[config.mk]
export PLATFORM = sky130hd
export DESIGN_NAME = coin_start_seq
export DESIGN_NICKNAME = d
export VERILOG_FILES = /design/src/rtl/coin_start_seq_pkg.sv /design/src/rtl/coin_start_seq_frame_tick.sv /design/src/rtl/coin_start_seq.sv
export SDC_FILE = /design/constraint.sdc
export NUM_CORES = 1
export LEC_CHECK = 0
export BUFFER_PORTS_ARGS = -buffer_cell sky130_fd_sc_hd__buf_2
export CAP_MARGIN = 20
export CELL_PAD_IN_SITES_DETAIL_PLACEMENT = 1
export CELL_PAD_IN_SITES_GLOBAL_PLACEMENT = 1
export CORE_MARGIN = 5
export CORE_UTILIZATION = 50
export DETAILED_ROUTE_END_ITERATION = 12
export PLACE_DENSITY_LB_ADDON = 0.1
export SLEW_MARGIN = 5
export SYNTH_ARGS = -nofsm -noshare
export SYNTH_HDL_FRONTEND = slang
export SYNTH_SLANG_ARGS = --single-unit
export TNS_END_PERCENT = 5
[constraint.sdc]
create_clock -name CLK -period 4.58 [get_ports CLK]
set_clock_uncertainty 0.05 [all_clocks]
set_input_delay 0 -clock CLK [delete_from_list [all_inputs] [get_ports CLK]]
set_output_delay 0 -clock CLK [all_outputs]
set_load 0.01 [all_outputs]
[src/rtl/coin_start_seq_pkg.sv]
// coin_start_pkg: shared state encoding and parameter clamp for the coin/start sequencer
package coin_start_pkg;
  typedef enum logic [2:0] {IDLE, COIN, GAP, START, RELEASE} state_t;
  function automatic logic [7:0] max1(input int x);
    return (x < 1) ? 8'd1 : 8'(x);
  endfunction
endpackage

[src/rtl/coin_start_seq_frame_tick.sv]
// frame_tick: vblank rising-edge frame tick plus frame counter with "reached len-1 on tick" flag
module frame_tick (
  input  logic       clk,
  input  logic       rst_n,
  input  logic       vblank,
  input  logic       clr,
  input  logic [7:0] len,
  output logic       tick,
  output logic       done
);
  logic       vblank_q;
  logic [7:0] cnt;
  assign tick = vblank & ~vblank_q;
  assign done = tick && (cnt == len - 8'd1);
  always_ff @(posedge clk or negedge rst_n)
    if (!rst_n) begin
      vblank_q <= 1'b0;
      cnt      <= 8'd0;
    end else begin
      vblank_q <= vblank;
      cnt      <= clr ? 8'd0 : tick ? cnt + 8'd1 : cnt;
    end
endmodule

[src/rtl/coin_start_seq.sv]
// coin_start_seq: turns start-button presses into timed coin pulse(s), gap and start pulse, in frames
module coin_start_seq import coin_start_pkg::*; #(
  parameter int COIN_FRAMES  = 4,
  parameter int GAP_FRAMES   = 8,
  parameter int START_FRAMES = 4,
  parameter int P2_COINS     = 2
) (
  input  logic CLK,
  input  logic RESET_N,
  input  logic I_VBLANK,
  input  logic I_START1,
  input  logic I_START2,
  output logic O_COIN,
  output logic O_START1,
  output logic O_START2,
  output logic O_BUSY
);
  localparam logic [7:0] COIN_N  = max1(COIN_FRAMES);
  localparam logic [7:0] GAP_N   = max1(GAP_FRAMES);
  localparam logic [7:0] START_N = max1(START_FRAMES);
  localparam logic [7:0] P2_N    = max1(P2_COINS);
  state_t     state, nxt;
  logic       sel, s1_q, s2_q, e1, e2, tick, done, clr, btn;
  logic [7:0] coins_left, len;
  assign e1  = I_START1 & ~s1_q;
  assign e2  = I_START2 & ~s2_q;
  assign btn = sel ? I_START2 : I_START1;
  assign clr = nxt != state;
  always_comb begin
    len = (state == COIN) ? COIN_N : (state == GAP) ? GAP_N : START_N;
    nxt = (state == IDLE && (e1 || e2))       ? COIN :
          (state == COIN && done)             ? GAP :
          (state == GAP && done)              ? ((coins_left != 8'd0) ? COIN : START) :
          (state == START && done)            ? RELEASE :
          (state == RELEASE && tick && !btn)  ? IDLE : state;
  end
  frame_tick u_tick (
    .clk    (CLK),
    .rst_n  (RESET_N),
    .vblank (I_VBLANK),
    .clr    (clr),
    .len    (len),
    .tick   (tick),
    .done   (done)
  );
  // outputs decode the next state so they switch together with the state register
  always_ff @(posedge CLK or negedge RESET_N)
    if (!RESET_N) begin
      state      <= IDLE;
      sel        <= 1'b0;
      coins_left <= 8'd0;
      s1_q       <= 1'b0;
      s2_q       <= 1'b0;
      O_COIN     <= 1'b0;
      O_START1   <= 1'b0;
      O_START2   <= 1'b0;
      O_BUSY     <= 1'b0;
    end else begin
      s1_q  <= I_START1;
      s2_q  <= I_START2;
      state <= nxt;
      if (state == IDLE && nxt == COIN) begin
        sel        <= e2;
        coins_left <= e2 ? P2_N : 8'd1;
      end else if (state == COIN && nxt == GAP)
        coins_left <= coins_left - 8'd1;
      O_COIN   <= nxt == COIN;
      O_START1 <= nxt == START && !sel;
      O_START2 <= nxt == START && sel;
      O_BUSY   <= nxt != IDLE;
    end
endmodule
==> results of run 1 <==
critical path, delay by kind of cell, from the launching register on:
kind / cells / cell delay [ns]
flops: 1 / 0.40
compound gates: 1 / 0.15
fa+ha+maj: 1 / 0.22
simple gates: 3 / 1.67
sequential cells by signal, indices dropped and copies added (netlist names):
name,flops
O_BUSY,1
O_COIN,1
O_START1,1
O_START2,1
coins_left,8
s1_q,1
s2_q,1
sel,1
state,3
u_tick.cnt,8
u_tick.vblank_q,1
cell families (layout without fill, tap and decap cells):
family,count (synthesis),in the layout
flip-flops,27,27
XOR/XNOR,8,8
buffers and inverters,14,21
multiplexers,5,5
AND/OR/NAND/NOR,63,63
AO/OA/AOI/OAI,27,27
adder cells (fa/ha/maj),3,3
stage by stage:
stage	total power [uW]	worst slack (ns)
floorplan	623.3	2.136
global placement	689.0	2.121
detailed placement	720.7	2.048
CTS	826.7	2.020
global route	894.4	1.904
finish	821.8	2.027
per-layer routing:
layer / vias up / global-route usage / share of wire
met5: - / 0 / 0
met4: 0 / 0.05455 / 0.013
met3: 5 / 0.02277 / 0.020
met2: 18 / 0.3103 / 0.50
met1: 579 / 0.2237 / 0.46
li1: 555 / - / -
cell type report:
| cell class | count | area (um^2) |
|---|---|---|
| multi-input cells | 106 | 710.7 |
| clock buffers | 4 | 26.28 |
| fillers | 321 | 1207 |
| inverters | 5 | 18.77 |
| flip-flops and latches | 27 | 675.6 |
| well taps | 31 | 38.79 |
| repair buffers | 12 | 80.08 |
cells in the mapped netlist, types with 4 or more instances:
library cell and number:
o31ai_1 4, nor4_1 4, a21oi_1 11, xor2_1 4, nand4_1 4, clkbuf_1 7, and3_1 4, nor3_1 4
xnor2_1 4, dfrtp_1 27, or4_1 6, nor2b_1 7, mux2i_1 4, nand2_1 7, inv_1 5, nor2_1 11
worst min-delay path by stage:
stage,startpoint,slack (ns),to,cells after the start
2_1_floorplan,RESET_N,-0.35,O_BUSY$_DFF_PN0_,0
3_3_place_gp,RESET_N,-0.02,coins_left[0]$_DFFE_PN0P_,1
3_5_place_dp,RESET_N,-0.008,coins_left[1]$_DFFE_PN0P_,1
4_1_cts,RESET_N,0.15,coins_left[1]$_DFFE_PN0P_,2
5_1_grt,RESET_N,0.18,coins_left[7]$_DFFE_PN0P_,2
6_report,RESET_N,0.15,coins_left[0]$_DFFE_PN0P_,2
power groups by stage:
stage / clock (uW) / sequential [uW] / combinational, uW
2_1_floorplan: 0 / 362 / 261
3_3_place_gp: 0 / 388 / 301
3_5_place_dp: 0 / 397 / 324
4_1_cts: 107 / 391 / 328
5_1_grt: 120 / 405 / 369
6_report: 103 / 393 / 326
==> flow_summary.json, run 1 <==
{
  "maxCapViolCount": 0,
  "die_w_um": 63.81,
  "antenna_found_initial": 0,
  "yosys_warnings": 0,
  "r2r_cells": 5,
  "cts_tree": "built",
  "final_cells": 185,
  "cpPeakStageDelay_ns": 0.59,
  "synth.area.mux_share": 0.03544,
  "clk-insertion-delay-late_ns": 0.33,
  "holdCritPathClass": "in -> async",
  "gr-total-overflow": 0,
  "cts_root_buf": "clkbuf_4",
  "timing.final.crit_share": 0.5574,
  "post_cts_resized": 0,
  "crit_path_end": "coins_left[7]$_DFFE_PN0P_",
  "h-tree-depth": 1,
  "io_pins": 9,
  "ant_nets": 0,
  "netlist_area_mm2": 0.001448,
  "fin_util": 0.5622,
  "synthArstFlopShare": 1.000,
  "final_cell_mix": "dfrtp_1 (27), a21oi_1 (11), nor2_1 (11)",
  "grt_usage": 0.1764,
  "wl_um": 3370,
  "vias": 1157,
  "syn_nets": 155,
  "gp_congestion": 0.7922,
  "hold_slack_ns": 0.1461,
  "fin_setup_tns_ns": 0,
  "grt_max_degree": 28,
  "pwr_density_cell_mw_per_mm2": 530.1,
  "clkTransAtPathRegs_ns": 0.14,
  "diodes": 0,
  "vias_per_cell": 6.254,
  "clockPowerShare": 0.125,
  "clock_sinks": 27,
  "ys.flop_type": "dfrtp_1",
  "clk_path_buf_depth": 2,
  "dpl-instance-area_mm2": 0.001484,
  "routedWlPerCell_um": 18.22,
  "start_util": 0.5250,
  "timing.fmax_mhz": 391.7,
  "path_cells": "ha_1 > or4bb_1 > or4_4 > or4_1 > a21oi_1",
  "power_switching_share": 0.4160,
  "core-area_mm2": 0.002758,
  "required_ns": 4.80,
  "synthDistinctLibCells": 37,
  "postCtsSetupBuffers": 0,
  "syn_area_per_cell_um2": 9.848,
  "synthAdderAreaFrac": 0.02593,
  "synth.area.top_cells": "dfrtp_1 (47%), a21oi_1 (3.8%), or4_1 (3.1%), nor2b_1 (3.0%), nor2_1 (2.9%)",
  "dr.first_iter.drc_count": 34,
  "hold_buffers": 4,
  "port_buffers": 8,
  "drt_pass1_iterations": 4,
  "yosys.area_share.simple": 0.2619,
  "r2r_end": "coins_left[7]$_DFFE_PN0P_",
  "switching_power_uw": 341.8,
  "grt_setup_unrepaired": "no",
  "grt_pass1_vias": 1189,
  "fin_crit_ns": 2.553,
  "synthXorXnorAreaFrac": 0.04840,
  "pwr-share-comb": 0.397,
  "vdd_drop_max_mv": 0.2872,
  "synth_seq_area_share": 0.4667,
  "leakage_uw": 0.0006921,
  "synth_top_family_by_area": "simple AND/OR/NAND/NOR gates",
  "tightestPinTransition_ns": 0.8887,
  "worstPathArrival_ns": 2.77,
  "crit_type": "reg -> reg",
  "syn2layout_area_growth_pct": 7.088,
  "yosys.area.top_type": "dfrtp_1",
  "num_rows": 19,
  "drive_gt1_frac": 0.1169,
  "status": "finished clean",
  "p_int_uw": 479.9,
  "die_area_mm2": 0.004071,
  "die_h_um": 63.81,
  "crit_slowest_cell": "or4_4",
  "syn_inst": 147,
  "dp.cells": 177,
  "setup_violations": 0,
  "drv_slew": 0,
  "crit_start": "u_tick.cnt[0]$_DFFE_PN0P_",
  "maxSlewHeadroom": 0.4057,
  "ff2ff_setup_slack_ns": 2.03,
  "worst_setup_path_end_kind": "register",
  "fin_area_mm2": 0.001550,
  "start_kind": "register",
  "drcViolationCount": 0,
  "final_common_cell": "dfrtp_1",
  "synth_compound_area_frac": 0.1193,
  "yosysTopAreaCellShare": 0.4667,
  "cts_made_buffers": 3,
  "r2r_start": "u_tick.cnt[0]$_DFFE_PN0P_",
  "dpl.hpwl_um": 2498,
  "ys_ff_latch": 27,
  "p_seq_frac": 0.478,
  "synth_edf_count": 0,
  "cp_max_fo": 8,
  "nets": 163,
  "grt_pass1_wl_um": 5706,
  "final_hold_viol_count": 0
}
Power figures use the tool's default switching activity.
==> run 2, diff against run 1 <==
--- a/config.mk
+++ b/config.mk
@@ -5,12 +5,13 @@
 export SDC_FILE = /design/constraint.sdc
 export NUM_CORES = 1
 export LEC_CHECK = 0
+export ABC_AREA = 1
 export BUFFER_PORTS_ARGS = -buffer_cell sky130_fd_sc_hd__buf_2
 export CAP_MARGIN = 20
 export CELL_PAD_IN_SITES_DETAIL_PLACEMENT = 1
 export CELL_PAD_IN_SITES_GLOBAL_PLACEMENT = 1
 export CORE_MARGIN = 5
-export CORE_UTILIZATION = 50
+export CORE_UTILIZATION = 40
 export DETAILED_ROUTE_END_ITERATION = 12
 export PLACE_DENSITY_LB_ADDON = 0.1
 export SLEW_MARGIN = 5
==> constraint.sdc (replaced) <==
create_clock -name CLK -period 2.2 [get_ports CLK]
set_clock_uncertainty 0.05 [all_clocks]
set_input_delay 0 -clock CLK [delete_from_list [all_inputs] [get_ports CLK]]
set_output_delay 0 -clock CLK [all_outputs]
set_load 0.01 [all_outputs]
==> run 2 against run 1 <==
  * Total power up 92%
  * Global-route usage fell by 3.6 points
  * Non-clock buffer count unchanged
  * Utilization shrank 8.6 points
  * Die area up 11%
  * Sequential power grew 88%
  * Clock-buffer cell count decreased by 1
  * Clock power grew 110%
  * Routed wire length decreased by 23%
  * Sequential share of layout area increased by 2.1 points
  * Area after synthesis shrank 9.4%
  * First-iteration DRC count down 5.9%
==> flow_summary.json, run 2 <==
{
  "status": "finished clean",
  "drt_pass1_iterations": 4,
  "grt_pass1_wl_um": 4795,
  "grt_setup_unrepaired": "no",
  "routedWlPerCell_um": 12.62,
  "crit_slowest_cell": "dfrtp_1",
  "dpl-instance-area_mm2": 0.001406,
  "antenna_found_initial": 0,
  "gr-total-overflow": 0,
  "die_w_um": 67.26,
  "synth_seq_area_share": 0.5153,
  "ys_ff_latch": 27,
  "cts_root_buf": "clkbuf_4",
  "vdd_drop_max_mv": 0.5683,
  "diodes": 0,
  "fin_area_mm2": 0.001479,
  "syn2layout_area_growth_pct": 12.79,
  "core-area_mm2": 0.003103,
  "io_pins": 9,
  "nets": 171,
  "num_rows": 20,
  "cpPeakStageDelay_ns": 0.42,
  "start_util": 0.4226,
  "start_kind": "register",
  "clkTransAtPathRegs_ns": 0.15,
  "vias_per_cell": 4.888,
  "cts_tree": "built",
  "yosysTopAreaCellShare": 0.5153,
  "maxSlewHeadroom": 0.5971,
  "timing.fmax_mhz": 523.5,
  "crit_top_cell": "nor2_1",
  "holdCritPathClass": "in -> async",
  "setup_violations": 0,
  "wl_um": 2599,
  "ys.flop_type": "dfrtp_1",
  "synth_most_common_cell": "dfrtp_1",
  "yosys_warnings": 0,
  "synth_edf_count": 0,
  "leakage_uw": 0.0006982,
  "netlist_area_mm2": 0.001311,
  "tightestPinTransition_ns": 0.6043,
  "yosys.area.top_type": "dfrtp_1",
  "dpl.hpwl_um": 1957,
  "crit_type": "reg -> reg",
  "grt_pass1_vias": 1086,
  "clock_sinks": 27,
  "drv_slew": 0,
  "port_buffers": 8,
  "ant_nets": 0,
  "synth_commonest_cells": "dfrtp_1 (27), nor2_1 (21), inv_1 (20)",
  "dr.first_iter.drc_count": 32,
  "drcViolationCount": 0,
  "synthArstFlopShare": 1.000,
  "maxCapViolCount": 0,
  "synth.area.top_cells": "dfrtp_1 (52%), nor2_1 (6.0%), inv_1 (5.7%), nand2_1 (5.2%), o21ai_0 (4.2%)",
  "fin_setup_tns_ns": 0,
  "grt_usage": 0.1400,
  "fin_crit_ns": 1.910,
  "final_hold_viol_count": 0,
  "cts_made_buffers": 3,
  "vias": 1007,
  "drive_gt1_frac": 0.1296,
  "synthDistinctLibCells": 25,
  "pwr_density_cell_mw_per_mm2": 1067,
  "final_common_cell": "dfrtp_1",
  "h-tree-depth": 1,
  "syn_area_per_cell_um2": 8.981,
  "gp_congestion": 0.7664,
  "die_h_um": 67.26,
  "syn_nets": 154,
  "power_uw": 1578,
  "final_cell_mix": "dfrtp_1 (27), nor2_1 (20), inv_1 (20)",
  "clk_path_buf_depth": 2,
  "clk-insertion-delay-late_ns": 0.33,
  "cp_max_fo": 5,
  "hold_slack_ns": 0.1423,
  "required_ns": 2.38,
  "timing.final.crit_share": 0.8682,
  "worstPathArrival_ns": 2.09,
  "top_regs": "coins_left: 8 flops, u_tick.cnt: 8 flops, state: 3 flops",
  "die_area_mm2": 0.004523,
  "syn_inst": 146,
  "worst_setup_path_end_kind": "register",
  "grt_max_degree": 28,
  "path_cells": "ha_1 > inv_1 > nor2_1 > nand2_1 > nor2_2 > nand4_2 > nor2_1 > nand3_1 > o21ai_0 > a21oi_1"
}
[run 2: report_power, final]
part / switching, uW / leakage [uW] / internal, uW / total, uW
logic: 393 / 0.000336 / 226 / 619
registers: 103 / 0.000348 / 637 / 740
clock network: 149 / 0.0000139 / 69.6 / 218
total: 645 / 0.000698 / 932 / 1580
[run 2: cell type report]
cell class	instances	area (um^2)
clock buffer	3	22.52
clock inverter	1	7.507
fill	397	1624
inverter	20	75.07
multi-input combinational	99	563.0
sequential	27	675.6
tap	44	55.05
timing repair buffer	12	80.08
[run 2: through the flow]
step                      setup WS [ns]  std cells    util
after CTS                        0.2606        206  0.4758
after detailed placement         0.2993        198  0.4532
after global placement           0.4070        198  0.4532
after floorplan                  0.5784        146       -
final                            0.2900        206  0.4766
after global routing           0.006021        206  0.4766
[run 2: cells by family after synthesis]
group | Yosys count | share of synthesized area
muxes | 1 | 0.007634
xor gates and xnor gates | 7 | 0.04676
and+or+nand+nor | 67 | 0.2567
adders and majority gates | 3 | 0.02863
AOI/OAI and AO/OA | 21 | 0.08778
buffers and inverters | 20 | 0.05725
DFF | 27 | 0.5153
[run 2: worst max-delay path, delay by kind of cell, from the launching register on]
kind	cells	cell delay [ns]
buf+inv	1	0.04
compound gates	2	0.23
flops	1	0.42
simple gates	6	0.90
fa+ha+maj	1	0.19
[run 2: timing repair]
action	CTS	global route
gates resized for setup	0	1
hold buffers	4	0
endpoints found under the setup margin	0	1
hold endpoints to repair	31	0
buffers inserted	0	0
[run 2: final timing paths]
kind / cells after the start / slack [ns] / to / from
setup / recovery: 10 / 0.29 / coins_left[5]$_DFFE_PN0P_ / u_tick.cnt[0]$_DFFE_PN0P_
max in group asynchronous: 2 / 1.57 / u_tick.cnt[3]$_DFFE_PN0P_ / RESET_N
hold / removal: 2 / 0.14 / coins_left[0]$_DFFE_PN0P_ / RESET_N
min in group CLK: 2 / 0.26 / s1_q$_DFF_PN0_ / I_START1
setup reg to reg: 10 / 0.29 / coins_left[5]$_DFFE_PN0P_ / u_tick.cnt[0]$_DFFE_PN0P_
hold reg to reg: 1 / 0.46 / O_START1$_DFF_PN0_ / sel$_DFFE_PN0P_
[run 2: per-layer routing]
layer	global-route usage	up-vias	wire length, um
li1	-	510	-
met1	0.1721	480	1219
met2	0.2319	12	1230
met3	0.04659	5	117
met4	0.04304	0	32
met5	0	-	0
==> run 3, diff against run 2 <==
--- a/config.mk
+++ b/config.mk
@@ -14,6 +14,7 @@
 export CORE_UTILIZATION = 40
 export DETAILED_ROUTE_END_ITERATION = 12
 export PLACE_DENSITY_LB_ADDON = 0.1
+export RECOVER_POWER = 100
 export SLEW_MARGIN = 5
 export SYNTH_ARGS = -nofsm -noshare
 export SYNTH_HDL_FRONTEND = slang
==> run 3 against run 2 <==
  * Total power decreased by 0.89%
  * First-iteration DRC count increased by 44%
  * Sequential cell count unchanged
  * Clock-buffer cell count unchanged
  * Critical endpoint unchanged
  * Largest cell class unchanged
==> flow_summary.json, run 3 (same netlist as run 2, synthesis figures left out) <==
{
  "worstPathArrival_ns": 2.08,
  "ant_nets": 0,
  "setup_violations": 0,
  "vdd_drop_max_mv": 0.5680,
  "cpPeakStageDelay_ns": 0.42,
  "vias_per_cell": 4.898,
  "timing.final.crit_share": 0.8620,
  "status": "finished clean",
  "required_ns": 2.38,
  "routedWlPerCell_um": 12.57,
  "pwr-share-comb": 0.387,
  "crit_top_cell": "nor2_1",
  "fin_setup_tns_ns": 0,
  "gr-total-overflow": 0,
  "dpl-instance-area_mm2": 0.001406,
  "antenna_found_initial": 0,
  "grt_max_degree": 28,
  "worst_setup_path_end_kind": "register",
  "clk-insertion-delay-late_ns": 0.33,
  "leakage_uw": 0.0006712,
  "multi_input_area_um2": 558.0,
  "die_area_mm2": 0.004523,
  "cts_root_buf": "clkbuf_4",
  "crit_type": "reg -> reg",
  "drive_gt1_frac": 0.07407,
  "tightestPinTransition_ns": 1.448,
  "syn2layout_area_growth_pct": 11.64,
  "preCtsSetupSlack_ns": 0.2993,
  "clk_path_buf_depth": 2,
  "wl_um": 2590,
  "diodes": 0,
  "drcViolationCount": 0,
  "dpl.hpwl_um": 1957,
  "grt_pass1_wl_um": 4795,
  "pwr_density_cell_mw_per_mm2": 1068,
  "io_pins": 9,
  "fin_crit_ns": 1.896,
  "crit_buf_inv": 1,
  "crit_slowest_cell": "dfrtp_1",
  "path_delay_family": "simple AND/OR/NAND/NOR gates",
  "cts_made_buffers": 3,
  "num_rows": 20,
  "clkTransAtPathRegs_ns": 0.15,
  "final_hold_viol_count": 0,
  "drv_slew": 0,
  "port_buffers": 8,
  "holdCritPathClass": "in -> reg",
  "gp_congestion": 0.7664,
  "worst_slack_ns": 0.3037,
  "grt_pass1_vias": 1086,
  "switching_power_uw": 640.8,
  "grt_setup_unrepaired": "no",
  "start_util": 0.4226,
  "clockPowerShare": 0.140,
  "cts_tree": "built",
  "maxCapViolCount": 0,
  "ff_latch_area_um2": 675.6,
  "start_kind": "register",
  "hold_slack_ns": 0.2748,
  "path_cells": "ha_1 > inv_1 > nor2_1 > nand2_1 > nor2_2 > nand4_2 > nor2_1 > nand3_1 > o21ai_0 > a21oi_1",
  "p_seq_frac": 0.473,
  "h-tree-depth": 1,
  "fin_area_mm2": 0.001464,
  "top_regs": "coins_left: 8 flops, u_tick.cnt: 8 flops, state: 3 flops",
  "die_w_um": 67.26,
  "power_switching_share": 0.4099,
  "p_int_uw": 922.7,
  "cp_max_fo": 5,
  "final_cell_mix": "dfrtp_1 (27), nor2_1 (20), inv_1 (20)",
  "fin_util": 0.4718,
  "core-area_mm2": 0.003103,
  "clock_sinks": 27,
  "nets": 171,
  "grt_usage": 0.1400,
  "timing.fmax_mhz": 527.3,
  "dr.first_iter.drc_count": 46,
  "vias": 1009,
  "final_common_cell": "dfrtp_1",
  "postCtsSetupBuffers": 0,
  "die_h_um": 67.26,
  "drt_pass1_iterations": 4,
  "maxSlewHeadroom": 0.03500,
  "fillers": 400
}
run 3: power by group through the flow:
stage          combinational [uW]  sequential [uW]  clock (uW)
2_1_floorplan                 455              739           0
3_3_place_gp                  608              746           0
3_5_place_dp                  628              749           0
4_1_cts                       635              741         234
5_1_grt                       712              758         255
6_report                      605              740         218
run 3: layout make-up:
type | count | area share
multi-input combinational | 99 | 0.3812
inverter | 20 | 0.05128
tap | 44 | 0.03761
clock buffer | 3 | 0.01538
timing repair buffer | 12 | 0.04786
sequential | 27 | 0.4615
clock inverter | 1 | 0.005128
run 3: through the flow:
stage / total power (uW) / cells
2_1_floorplan: 1194 / 146
3_3_place_gp: 1354 / 198
3_5_place_dp: 1376 / 198
4_1_cts: 1609 / 206
5_1_grt: 1726 / 206
6_report: 1564 / 206
run 3: metal layers:
layer	vias to the layer above	part of all wire	global-route usage
li1	510	-	-
met1	482	0.47	0.1721
met2	12	0.48	0.2319
met3	5	0.037	0.04659
met4	0	0.012	0.04304
met5	-	0	0
run 3: path summary, 6_finish.rpt:
kind,startpoint,slack [ns],end,cells after the start
setup / recovery,u_tick.cnt[0]$_DFFE_PN0P_,0.30,coins_left[5]$_DFFE_PN0P_,10
hold / removal,I_START1,0.27,s1_q$_DFF_PN0_,2
setup reg to reg,u_tick.cnt[0]$_DFFE_PN0P_,0.30,coins_left[5]$_DFFE_PN0P_,10
hold reg to reg,sel$_DFFE_PN0P_,0.46,O_START1$_DFF_PN0_,1
max in group asynchronous,RESET_N,0.79,u_tick.cnt[3]$_DFFE_PN0P_,2
min in group asynchronous,RESET_N,0.47,coins_left[0]$_DFFE_PN0P_,2
run 3: what timing repair did:
action | in CTS | in global routing
gates resized for setup | 0 | 1
setup endpoints to repair | 0 | 1
hold buffers | 4 | 0
hold endpoints to repair | 31 | 0
